--- src/rtl/seq_det_pkg.sv ---
// Shared definitions for the programmable serial sequence detector:
// parameter limits, the power-on pattern helper and the detection mode enum.
package seq_det_pkg;

  localparam int PAT_W_MIN = 2;
  localparam int PAT_W_MAX = 16;
  localparam int CNT_W_MAX = 16;

  // Overlapping detection keeps the fill count after a match so the tail of
  // one occurrence can start the next; non-overlapping demands fresh bits.
  typedef enum logic {
    NON_OVERLAP = 1'b0,
    OVERLAP     = 1'b1
  } mode_e;

  // All-ones pattern of the requested width; width 3 gives the classic "111".
  function automatic logic [PAT_W_MAX-1:0] default_pattern(input int width);
    logic [PAT_W_MAX-1:0] p;
    p = '0;
    for (int i = 0; i < PAT_W_MAX; i++) begin
      if (i < width) p[i] = 1'b1;
    end
    return p;
  endfunction

endpackage

--- src/rtl/seq_det_hist.sv ---
// History shift register and saturating fill counter for seq_detector_prog.
// Only PAT_W-1 past bits are stored: the full PAT_W-bit window is always the
// stored bits followed by the bit currently on bit_in, which is exactly the
// "next history" the top level compares against the pattern.
module seq_det_hist #(
  parameter int PAT_W = 3
) (
  input  logic             clk,
  input  logic             rst_n,
  input  logic             clr,
  input  logic             shift,
  input  logic             fill_rst,
  input  logic             bit_in,
  output logic [PAT_W-1:0] hist,
  output logic             fill_ok
);

  localparam int             FW        = $clog2(PAT_W + 1);
  localparam logic [FW-1:0]  FILL_MAX  = FW'(PAT_W);
  localparam logic [FW-1:0]  FILL_NEED = FW'(PAT_W - 1);

  logic [PAT_W-2:0] hist_q;
  logic [FW-1:0]    fill_q;

  assign hist    = {hist_q, bit_in};
  assign fill_ok = (fill_q >= FILL_NEED);

  // Clear wins over shift; a non-overlap match restarts the fill count while
  // still shifting the matching bit in.
  always_ff @(posedge clk or negedge rst_n) begin
    if (!rst_n) begin
      hist_q <= '0;
      fill_q <= '0;
    end else if (clr) begin
      hist_q <= '0;
      fill_q <= '0;
    end else if (shift) begin
      hist_q <= hist[PAT_W-2:0];
      if (fill_rst) begin
        fill_q <= '0;
      end else if (fill_q != FILL_MAX) begin
        fill_q <= fill_q + 1'b1;
      end
    end
  end

endmodule

--- src/rtl/seq_detector_prog.sv ---
// Run-time programmable serial sequence detector with registered match pulse
// and saturating match counter.
// Optional feature: define SEQ_DET_MASK_EN to add pat_mask_in, a per-bit
// don't-care mask loaded alongside the pattern.
import seq_det_pkg::*;

module seq_detector_prog #(
  parameter int PAT_W = 3,
  parameter int CNT_W = 8
) (
  input  logic             clk,
  input  logic             rst_n,
  input  logic             in_valid,
  input  logic             in,
  input  logic             pat_load,
  input  logic [PAT_W-1:0] pat_in,
`ifdef SEQ_DET_MASK_EN
  input  logic [PAT_W-1:0] pat_mask_in,
`endif
  input  logic             overlap,
  input  logic             cnt_clr,
  output logic             out,
  output logic [CNT_W-1:0] match_cnt
);

  localparam logic [PAT_W_MAX-1:0] DEF_FULL = default_pattern(PAT_W);
  localparam logic [PAT_W-1:0]     DEF_PAT  = DEF_FULL[PAT_W-1:0];
  localparam logic [CNT_W-1:0]     CNT_MAX  = '1;

  // Reject widths outside the supported range at elaboration time.
  if (PAT_W < PAT_W_MIN || PAT_W > PAT_W_MAX || CNT_W < 1 || CNT_W > CNT_W_MAX) begin : g_bad_params
    $error("seq_detector_prog: PAT_W or CNT_W out of range");
  end

  logic [PAT_W-1:0] pat;
  logic [PAT_W-1:0] hist;
  logic             fill_ok;
  logic             sample;
  logic             hit;
  mode_e            mode;

  assign mode   = mode_e'(overlap);
  assign sample = in_valid & ~pat_load;

`ifdef SEQ_DET_MASK_EN
  logic [PAT_W-1:0] mask;

  // Mask register follows the pattern register: all ones after reset.
  always_ff @(posedge clk or negedge rst_n) begin
    if (!rst_n) begin
      mask <= '1;
    end else if (pat_load) begin
      mask <= pat_mask_in;
    end
  end

  assign hit = sample & fill_ok & (((hist ^ pat) & mask) == '0);
`else
  assign hit = sample & fill_ok & (hist == pat);
`endif

  seq_det_hist #(
    .PAT_W(PAT_W)
  ) u_hist (
    .clk     (clk),
    .rst_n   (rst_n),
    .clr     (pat_load),
    .shift   (sample),
    .fill_rst(hit & (mode == NON_OVERLAP)),
    .bit_in  (in),
    .hist    (hist),
    .fill_ok (fill_ok)
  );

  // Pattern register: all ones out of reset, replaced on load.
  always_ff @(posedge clk or negedge rst_n) begin
    if (!rst_n) begin
      pat <= DEF_PAT;
    end else if (pat_load) begin
      pat <= pat_in;
    end
  end

  // Registered match pulse; hit is already low on loads and invalid cycles.
  always_ff @(posedge clk or negedge rst_n) begin
    if (!rst_n) begin
      out <= 1'b0;
    end else begin
      out <= hit;
    end
  end

  // Saturating match counter; an explicit clear beats a coincident match.
  always_ff @(posedge clk or negedge rst_n) begin
    if (!rst_n) begin
      match_cnt <= '0;
    end else if (cnt_clr) begin
      match_cnt <= '0;
    end else if (hit && match_cnt != CNT_MAX) begin
      match_cnt <= match_cnt + 1'b1;
    end
  end

endmodule

--- config.mk ---
export PLATFORM = sky130hd
export DESIGN_NAME = seq_detector_prog
export DESIGN_NICKNAME = d
export VERILOG_FILES = /design/src/rtl/seq_det_pkg.sv /design/src/rtl/seq_det_hist.sv /design/src/rtl/seq_detector_prog.sv
export SDC_FILE = /design/constraint.sdc
export NUM_CORES = 1
export LEC_CHECK = 0
export CORE_MARGIN = 10
export CORE_UTILIZATION = 40
export DETAILED_ROUTE_END_ITERATION = 16
export PLACE_DENSITY = 0.69
export SYNTH_ARGS = -nofsm -noshare
export SYNTH_HDL_FRONTEND = slang
export SYNTH_SLANG_ARGS = --single-unit
--- constraint.sdc ---
create_clock -name clk -period 1.7 [get_ports clk]
set_clock_uncertainty 0.05 [all_clocks]
set_input_delay 0.425 -clock clk [delete_from_list [all_inputs] [get_ports clk]]
set_output_delay 0.425 -clock clk [all_outputs]
set_load 0.005 [all_outputs]
== Word-level counts from Yosys, hierarchy flattened ==
Cells that the tools add are included.

* Bitwise logic cells: 6
* Reduce and logical (&&, ||, !) cells: 5
* Magnitude comparators: 1
* Multiplexer cells: 8
* Equal/unequal tests: 3
* Add/subtract/negate cells: 2

{| class="wikitable"
|+ Operators with widths
! operator !! number
|-
| $mux W8 || 2
|-
| $mux W2 || 6
|-
| $add A8 B1 Y8 const B || 1
|-
| $ne A8 B8 Y1 const B || 1
|-
| $and A1 B1 Y1 || 4
|-
| $reduce_bool A2 Y1 || 2
|-
| $eq A3 B3 Y1 || 1
|-
| $reduce_bool A3 Y1 || 1
|-
| $add A2 B1 Y2 const B || 1
|-
| $ge A2 B2 Y1 const B || 1
|-
| $ne A2 B2 Y1 const B || 1
|-
| $not A1 Y1 || 2
|-
| $reduce_and A2 Y1 || 1
|-
| $logic_and A1 B1 Y1 || 1
|}

* Bits of input ports: 10
* Logic and storage cells: 30
* Output and inout port bits: 9
* Register bits: 16

== Logic depth before layout (Yosys ltp) ==
Gate-level depths: netlist of the first run.

* Word-level depth: 8
* Depth in mapped cells: 8

== Hierarchy ==
Synthesis of the first run repeated with hierarchy kept, for this count alone.

* Cells, all modules: 82
* Area total of the unflattened synthesis: 898.4 um^2

{| class="wikitable"
|+ By module, submodules not included
! module !! times used !! cells an instance !! sequential area each (um^2) !! area an instance (um^2)
|-
| seq_detector_prog || 1 || 61 || 304.0 || 668.1
|-
| seq_det_hist || 1 || 21 || 100.1 || 230.2
|}

== Worst setup path after synthesis of the first run ==
Ideal clock, no wire load.

* Path kind: reg-to-reg
* Start point: reg u_hist.fill_q[0]
* End point: reg match_cnt[6]
* Data arrival time: 1.533 ns
* Period minus slack after synthesis: 1.710 ns
* Buffers on the path: 0
* Setup slack: -0.010 ns
* Setup time: 0.127 ns
* Cell stages (with the launch flop): 9
* Cells stage by stage: dfrtp_1 > inv_1 > ha_1 > nor2_1 > nor4b_4 > nand2_2 > inv_2 > nand4_1 > mux2_1

* Word-level cells in the longest chain between the ends: 5

{| class="wikitable"
|+ RTL lines
! element !! line !! text
|-
| from (decl) || seq_det_hist.sv:23 || <nowiki>logic [FW-1:0] fill_q;</nowiki>
|-
| from (signal assigned) || seq_det_hist.sv:42 || <nowiki>fill_q <= fill_q + 1'b1;</nowiki>
|-
| $ge A2 B2 Y1 || seq_det_hist.sv:26 || <nowiki>assign fill_ok = (fill_q >= FILL_NEED);</nowiki>
|-
| $and A1 B1 Y1 (2 in a row) || seq_detector_prog.sv:59 || <nowiki>assign hit = sample & fill_ok & (hist == pat);</nowiki>
|-
| via hit || seq_detector_prog.sv:39 || <nowiki>logic hit;</nowiki>
|-
| $logic_and A1 B1 Y1 || seq_detector_prog.sv:99 || <nowiki>end else if (hit && match_cnt != CNT_MAX) begin</nowiki>
|-
| $reduce_bool A2 Y1 (no line) || -- ||
|-
| to (signal assigned) || seq_detector_prog.sv:100 || <nowiki>match_cnt <= match_cnt + 1'b1;</nowiki>
|-
| to (decl) || seq_detector_prog.sv:23 || <nowiki>output logic [CNT_W-1:0] match_cnt</nowiki>
|}

The timed path passes the listed nets, and every way through them passes these cells.
A chain may end at the register's enable or synchronous reset.

== Final worst setup path of the first run ==
* Start point: reg pat[0]
* End point: reg match_cnt[3]

* Word-level cells in the longest chain between the ends: 4

{| class="wikitable"
|+ RTL lines
! element !! line !! text
|-
| from (decl) || seq_detector_prog.sv:35 || <nowiki>logic [PAT_W-1:0] pat;</nowiki>
|-
| from (signal assigned) || seq_detector_prog.sv:80 || <nowiki>pat <= pat_in;</nowiki>
|-
| $eq A3 B3 Y1 || seq_detector_prog.sv:59 ||
|-
| $and A1 B1 Y1 || seq_detector_prog.sv:59 ||
|-
| $logic_and A1 B1 Y1 || seq_detector_prog.sv:99 ||
|-
| $reduce_bool A2 Y1 (no line) || -- ||
|}

Every way passes these cells.

==> results of run 1 <==
[final cells by class]
cell class,count,area [um2],area share [%]
Inverter,3,11.26,0.9278
Sequential cell,16,404.1,33.30
Timing Repair Buffer,35,306.5,25.26
Multi-Input combinational cell,58,431.7,35.57
Clock buffer,4,26.28,2.165
Tap cell,27,33.78,2.784
[cells in the mapped netlist (2+ instances only)]
library cell	n	area, um2
o21ai_0	3	15.01
nand3_1	4	20.02
nand4_1	2	12.51
xor2_1	5	43.79
or3_1	2	12.51
a21oi_1	6	30.03
ha_1	3	37.54
nor2_1	11	41.29
inv_1	2	7.510
dfrtp_1	13	325.3
nor3_1	3	15.01
and3_1	3	18.77
mux2i_1	3	30.03
mux2_2	3	33.78
dfstp_2	3	78.83
[through the flow]
stage,std cells,instance area [um2],TNS [ns]
after floorplan,79,829.5,-0.01716
after global placement,133,1111,-3.029
after detailed placement,133,1111,-3.409
after CTS,143,1192,-0.2121
after global routing,143,1214,-0.7293
final,143,1214,-0.1620
[state kept, by name (all words and copies together) (netlist names)]
signal	flops
pat	3
u_hist.fill_q	2
out	1
u_hist.hist_q	2
match_cnt	8
[critical path, stage by stage, from the launching register on]
cell and delay (ns):
dfstp_2 0.57, xor2_2 0.09, nor4b_4 0.37, nand3_2 0.15, or3_4 0.35, a21oi_2 0.12
[repair_timing]
item,CTS,global route
hold buffers,0,0
pin swaps,2,5
gates resized for setup,5,8
buffers inserted,6,0
setup endpoints to repair,13,11
[cells by family after synthesis]
| logic type | share of synthesized area [%] |
|---|---|
| xor+xnor | 5.279 |
| fa+ha+maj | 4.525 |
| buf+inv | 3.167 |
| flops | 48.72 |
| compound gates | 6.335 |
| mux | 9.050 |
| simple gates | 22.93 |
[report_power, final]
| part | switching [W] | total (W) | internal (W) |
|---|---|---|---|
| clock | 0.000131 | 0.000222 | 0.0000914 |
| combinational | 0.0000462 | 0.0000993 | 0.0000531 |
| sequential | 0.0000104 | 0.000410 | 0.000399 |
| total | 0.000188 | 0.000731 | 0.000544 |
[path summary, 6_finish.rpt]
path / slack [ns] / endpoint
worst min register to register: 0.51 / u_hist.hist_q[1]$_DFFE_PN0P_
worst min-delay path: 0.38 / out$_DFF_PN0_
worst max-delay path: -0.06 / match_cnt[3]$_DFFE_PN0P_
min in group clk: 0.51 / u_hist.hist_q[1]$_DFFE_PN0P_
worst max register to register: -0.06 / match_cnt[3]$_DFFE_PN0P_
max in group asynchronous: 0.96 / pat[2]$_DFFE_PN1P_
[per-layer routing]
layer | track usage, % | vias to the layer above | wire length [um]
met2 | 15.98 | 12 | 960
met1 | 10.23 | 340 | 804
met3 | 2.881 | 4 | 79
met5 | 0 | - | 0
met4 | 5.615 | 0 | 30
li1 | - | 347 | -
==> impl_metrics.yaml, run 1 <==
worst_setup_path:
  reg2reg_depth: 5
  path_max_fanout: 4
  critPathArrivalTime_ns: 1.94
  start_kind: "register"
  crit_type: "register to register"
  r2r-start: "pat[0]$_DFFE_PN1P_"
  worstPathRequired_ns: 1.89
  crit_start: "pat[0]$_DFFE_PN1P_"
  endpoint_kind: "register"
layout:
  fillers: 182
  finish.utilization_pct: 61.86
  drive_gt1_share_pct: 31.90
  area_delta_synth_final_pct: 46.30
  layout_common_cells: "17 x buf_4, 14 x clkdlybuf4s50_1, 13 x dfrtp_1"
  nNetsFinal: 130
  mostFrequentLayoutCell: "buf_4"
  diodes: 0
synthesis:
  syn_nets: 92
  synthDistinctLibCells: 28
  synth.ff_latch_count: 16
  synth_edf_count: 0
  avgSynthCellArea_um2: 10.50
  yosys_warnings: 0
  yosys_most_used_dff: "dfrtp_1"
  synth.cell_area_um2: 829.5
  synthArstFlopShare_pct: 100.0
  ys_seq_area_share_pct: 48.72
  syn_inst: 79
clocking:
  cts_sinks: 16
  insertion_delay_ns: 0.30
  cts_buffer_depth: 2
  root_buffer: "clkbuf_4"
  cts_made_buffers: 3
  clk_pin_slew_ns: 0.11
  ctsHtreeMaxLevel: 1
  cts_tree: "done"
sta:
  relSlewSlack_pct: 78.81
  timing.hold.ws_ns: 0.3810
  min_period_ns: 1.757
  worst_slack_ns: -0.05680
  final_max_slew_viol_count: 0
  fmax_mhz: 569.2
  setup_violations: 5
  worstMarginPinSlew_ns: 0.3165
  rsz0062_at_grt: "true"
  hold_violations: 0
  finalCritPeriodShare_pct: 103.3
pwr:
  p_leak_nw: 0.5835
  worst_ir_drop_vdd_v: 0.0003206
  power.density_nw_per_um2: 602.7
  power.total_w: 0.0007314
route:
  viasPerCell: 4.916
  vias: 703
  route.detailed.drc: 0
  route.final.wire_length_um: 1875
  drt_iter0_markers: 20
  first_pass_iters: 4
  ant_nets: 0
  wl_per_cell_um: 13.11
grt:
  grt_pass1_vias: 731
  grt_max_degree: 17
  track_usage_pct: 9.476
  antenna_found_initial: 0
  overflow: 0
  grt_pass1_wl_um: 3208
placed_design:
  dp_slack_ns: -0.4325
  portBuffers: 18
  gp_congestion: 0.8216
  hpwl_um: 1425
floorplan:
  coreArea_um2: 1962
  die_h_um: 65.54
  die_w_um: 65.54
  start_util_pct: 42.28
  std_cell_rows: 16
  top_level_ports: 19
  dieArea_um2: 4295
job:
  max-cap-violations: 0
min_path:
  hold_path_class: "primary input to async pin"
run_status:
  status: "complete, but fails checks"
  violations: "negative setup slack"
Note: power is estimated with default switching activity, not from simulation.
==> run 2: changes to the inputs <==
- CORE_UTILIZATION: 40 -> 43
- PLACE_DENSITY: 0.69 -> 0.73
==> run 2 against run 1 <==
  * The flow still finishes with violations (negative setup slack)
  * Sequential share of layout area decreased by 1.3 points
  * Critical endpoint is now match_cnt[5]$_DFFE_PN0P_
  * Register-to-register slack got worse by 0.02 ns
  * Total power increased by 5.1%
  * Global-route usage increased by 0.69 points
  * Largest power group unchanged
  * Design area increased by 3.9%
  * Critical path type unchanged
==> impl_metrics.yaml, run 2 (same netlist as run 1, synthesis figures left out) <==
sta:
  hold_violations: 0
  timing.hold.ws_ns: 0.3809
  finalCritPeriodShare_pct: 104.2
  rsz0062_at_grt: "true"
  final_max_slew_viol_count: 0
  worst_slack_ns: -0.07191
  relSlewSlack_pct: 79.94
  worstMarginPinSlew_ns: 0.2997
  setup_violations: 4
  fmax_mhz: 564.4
  min_period_ns: 1.772
route:
  viasPerCell: 5.091
  ant_nets: 0
  wl_per_cell_um: 13.52
  met2_length_um: 945
  first_pass_iters: 4
  wl_met3_um: 73
  vias: 728
  route.detailed.drc: 0
  drt-met1-wl_um: 859
  route.final.wire_length_um: 1934
  top_layer: "met4"
  drt_iter0_markers: 16
grt:
  overflow: 0
  grt_pass1_vias: 798
  grt_pass1_wl_um: 3450
  antenna_found_initial: 0
  track_usage_pct: 10.16
  grt_max_degree: 17
floorplan:
  top_level_ports: 19
  die_w_um: 63.92
  start_util_pct: 46.53
  coreArea_um2: 1783
  std_cell_rows: 15
  die_h_um: 63.92
  dieArea_um2: 4086
layout:
  diodes: 0
  area_delta_synth_final_pct: 52.04
  ff_latch_area_um2: 404.1
  fillers: 137
  nNetsFinal: 132
  multi_input_area_um2: 454.2
  regMostFlops: "match_cnt"
  layout_common_cells: "18 x buf_4, 13 x clkdlybuf4s50_1, 13 x dfrtp_1"
  finish.utilization_pct: 70.74
  largest_reg_flops: 8
  mostFrequentLayoutCell: "buf_4"
  drive_gt1_share_pct: 36.44
  largestRegisters: "match_cnt (8), pat (3)"
clocking:
  cts_sinks: 16
  cts_tree: "done"
  ctsHtreeMaxLevel: 1
  cts_buffer_depth: 2
  cts_made_buffers: 3
  insertion_delay_ns: 0.30
  clk_pin_slew_ns: 0.10
  root_buffer: "clkbuf_4"
worst_setup_path:
  critPathArrivalTime_ns: 1.96
  cp-endpoint: "match_cnt[5]$_DFFE_PN0P_"
  r2r_slack_ns: -0.07
  worstPathRequired_ns: 1.88
  crit_start: "match_cnt[0]$_DFFE_PN0P_"
  r2r-start: "match_cnt[0]$_DFFE_PN0P_"
  crit_type: "register to register"
  endpoint_kind: "register"
  path_max_fanout: 4
  start_kind: "register"
  r2r-end: "match_cnt[5]$_DFFE_PN0P_"
  reg2reg_depth: 7
pwr:
  power.density_nw_per_um2: 609.7
  p_leak_nw: 0.6106
  worst_ir_drop_vdd_v: 0.0004845
min_path:
  hold_path_class: "primary input to async pin"
placed_design:
  gp_congestion: 0.8269
  hpwl_um: 1384
  dp_slack_ns: -0.4184
  portBuffers: 18
run_status:
  status: "complete, but fails checks"
  violations: "negative setup slack"
job:
  max-cap-violations: 0
run 2: changes by cell type in the layout (fill, tap and decap cells not counted), sizes merged:
cell and delta:
clkdlybuf4s50 -1, dlygate4sd2 +1, buf +2
run 2: worst max-delay path: stages (launching register included):
cell	delay, ns
dfrtp_1	0.39
buf_4	0.13
ha_1	0.25
and3_1	0.22
nand3_2	0.09
nand3_2	0.10
or3_4	0.35
a21oi_2	0.12
run 2: worst min-delay path by stage:
stage	from	to	slack [ns]
CTS	rst_n	match_cnt[1]$_DFFE_PN0P_	0.39
global placement	u_hist.hist_q[1]$_DFFE_PN0P_	u_hist.hist_q[1]$_DFFE_PN0P_	0.48
global route	rst_n	match_cnt[1]$_DFFE_PN0P_	0.39
finish	rst_n	match_cnt[1]$_DFFE_PN0P_	0.38
detailed placement	u_hist.hist_q[1]$_DFFE_PN0P_	u_hist.hist_q[1]$_DFFE_PN0P_	0.50
floorplan	rst_n	match_cnt[0]$_DFFE_PN0P_	0.08
run 2: repair_timing:
item,4_1_cts,5_1_grt
gates resized for setup,9,11
hold buffers,0,0
pin swaps,4,4
buffers inserted,8,0
endpoints found under the setup margin,13,11
run 2: power breakdown:
part	internal [W]	leakage (nW)	switching, W	total (W)
Combinational	0.0000542	0.379	0.0000473	0.000102
Clock	0.000131	0.0210	0.000127	0.000257
Sequential	0.000399	0.211	0.0000106	0.000410
Total	0.000584	0.611	0.000185	0.000769
run 2: per-stage QoR:
step | std cells | area [um2] | power [W] | TNS (ns)
after CTS | 143 | 1219 | 0.0007751 | -0.06740
final | 143 | 1261 | 0.0007689 | -0.1704
after global placement | 131 | 1109 | 0.0005115 | -2.968
after global routing | 143 | 1261 | 0.0008120 | -0.9505
after floorplan | 79 | 829.5 | 0.0004652 | -0.01716
after detailed placement | 131 | 1109 | 0.0005142 | -3.267
run 2: layout make-up:
class	instances	area share, %
clock buffer	4	2.877
inverter	3	0.8929
multi-input combinational	58	36.01
sequential	16	32.04
tap	25	2.480
timing repair buffer	37	25.69
run 2: metal layers:
layer | track usage [%] | vias to the layer above
met5 | 0 | -
met3 | 1.742 | 6
li1 | - | 355
met2 | 17.29 | 17
met4 | 6.831 | 0
met1 | 11.31 | 350
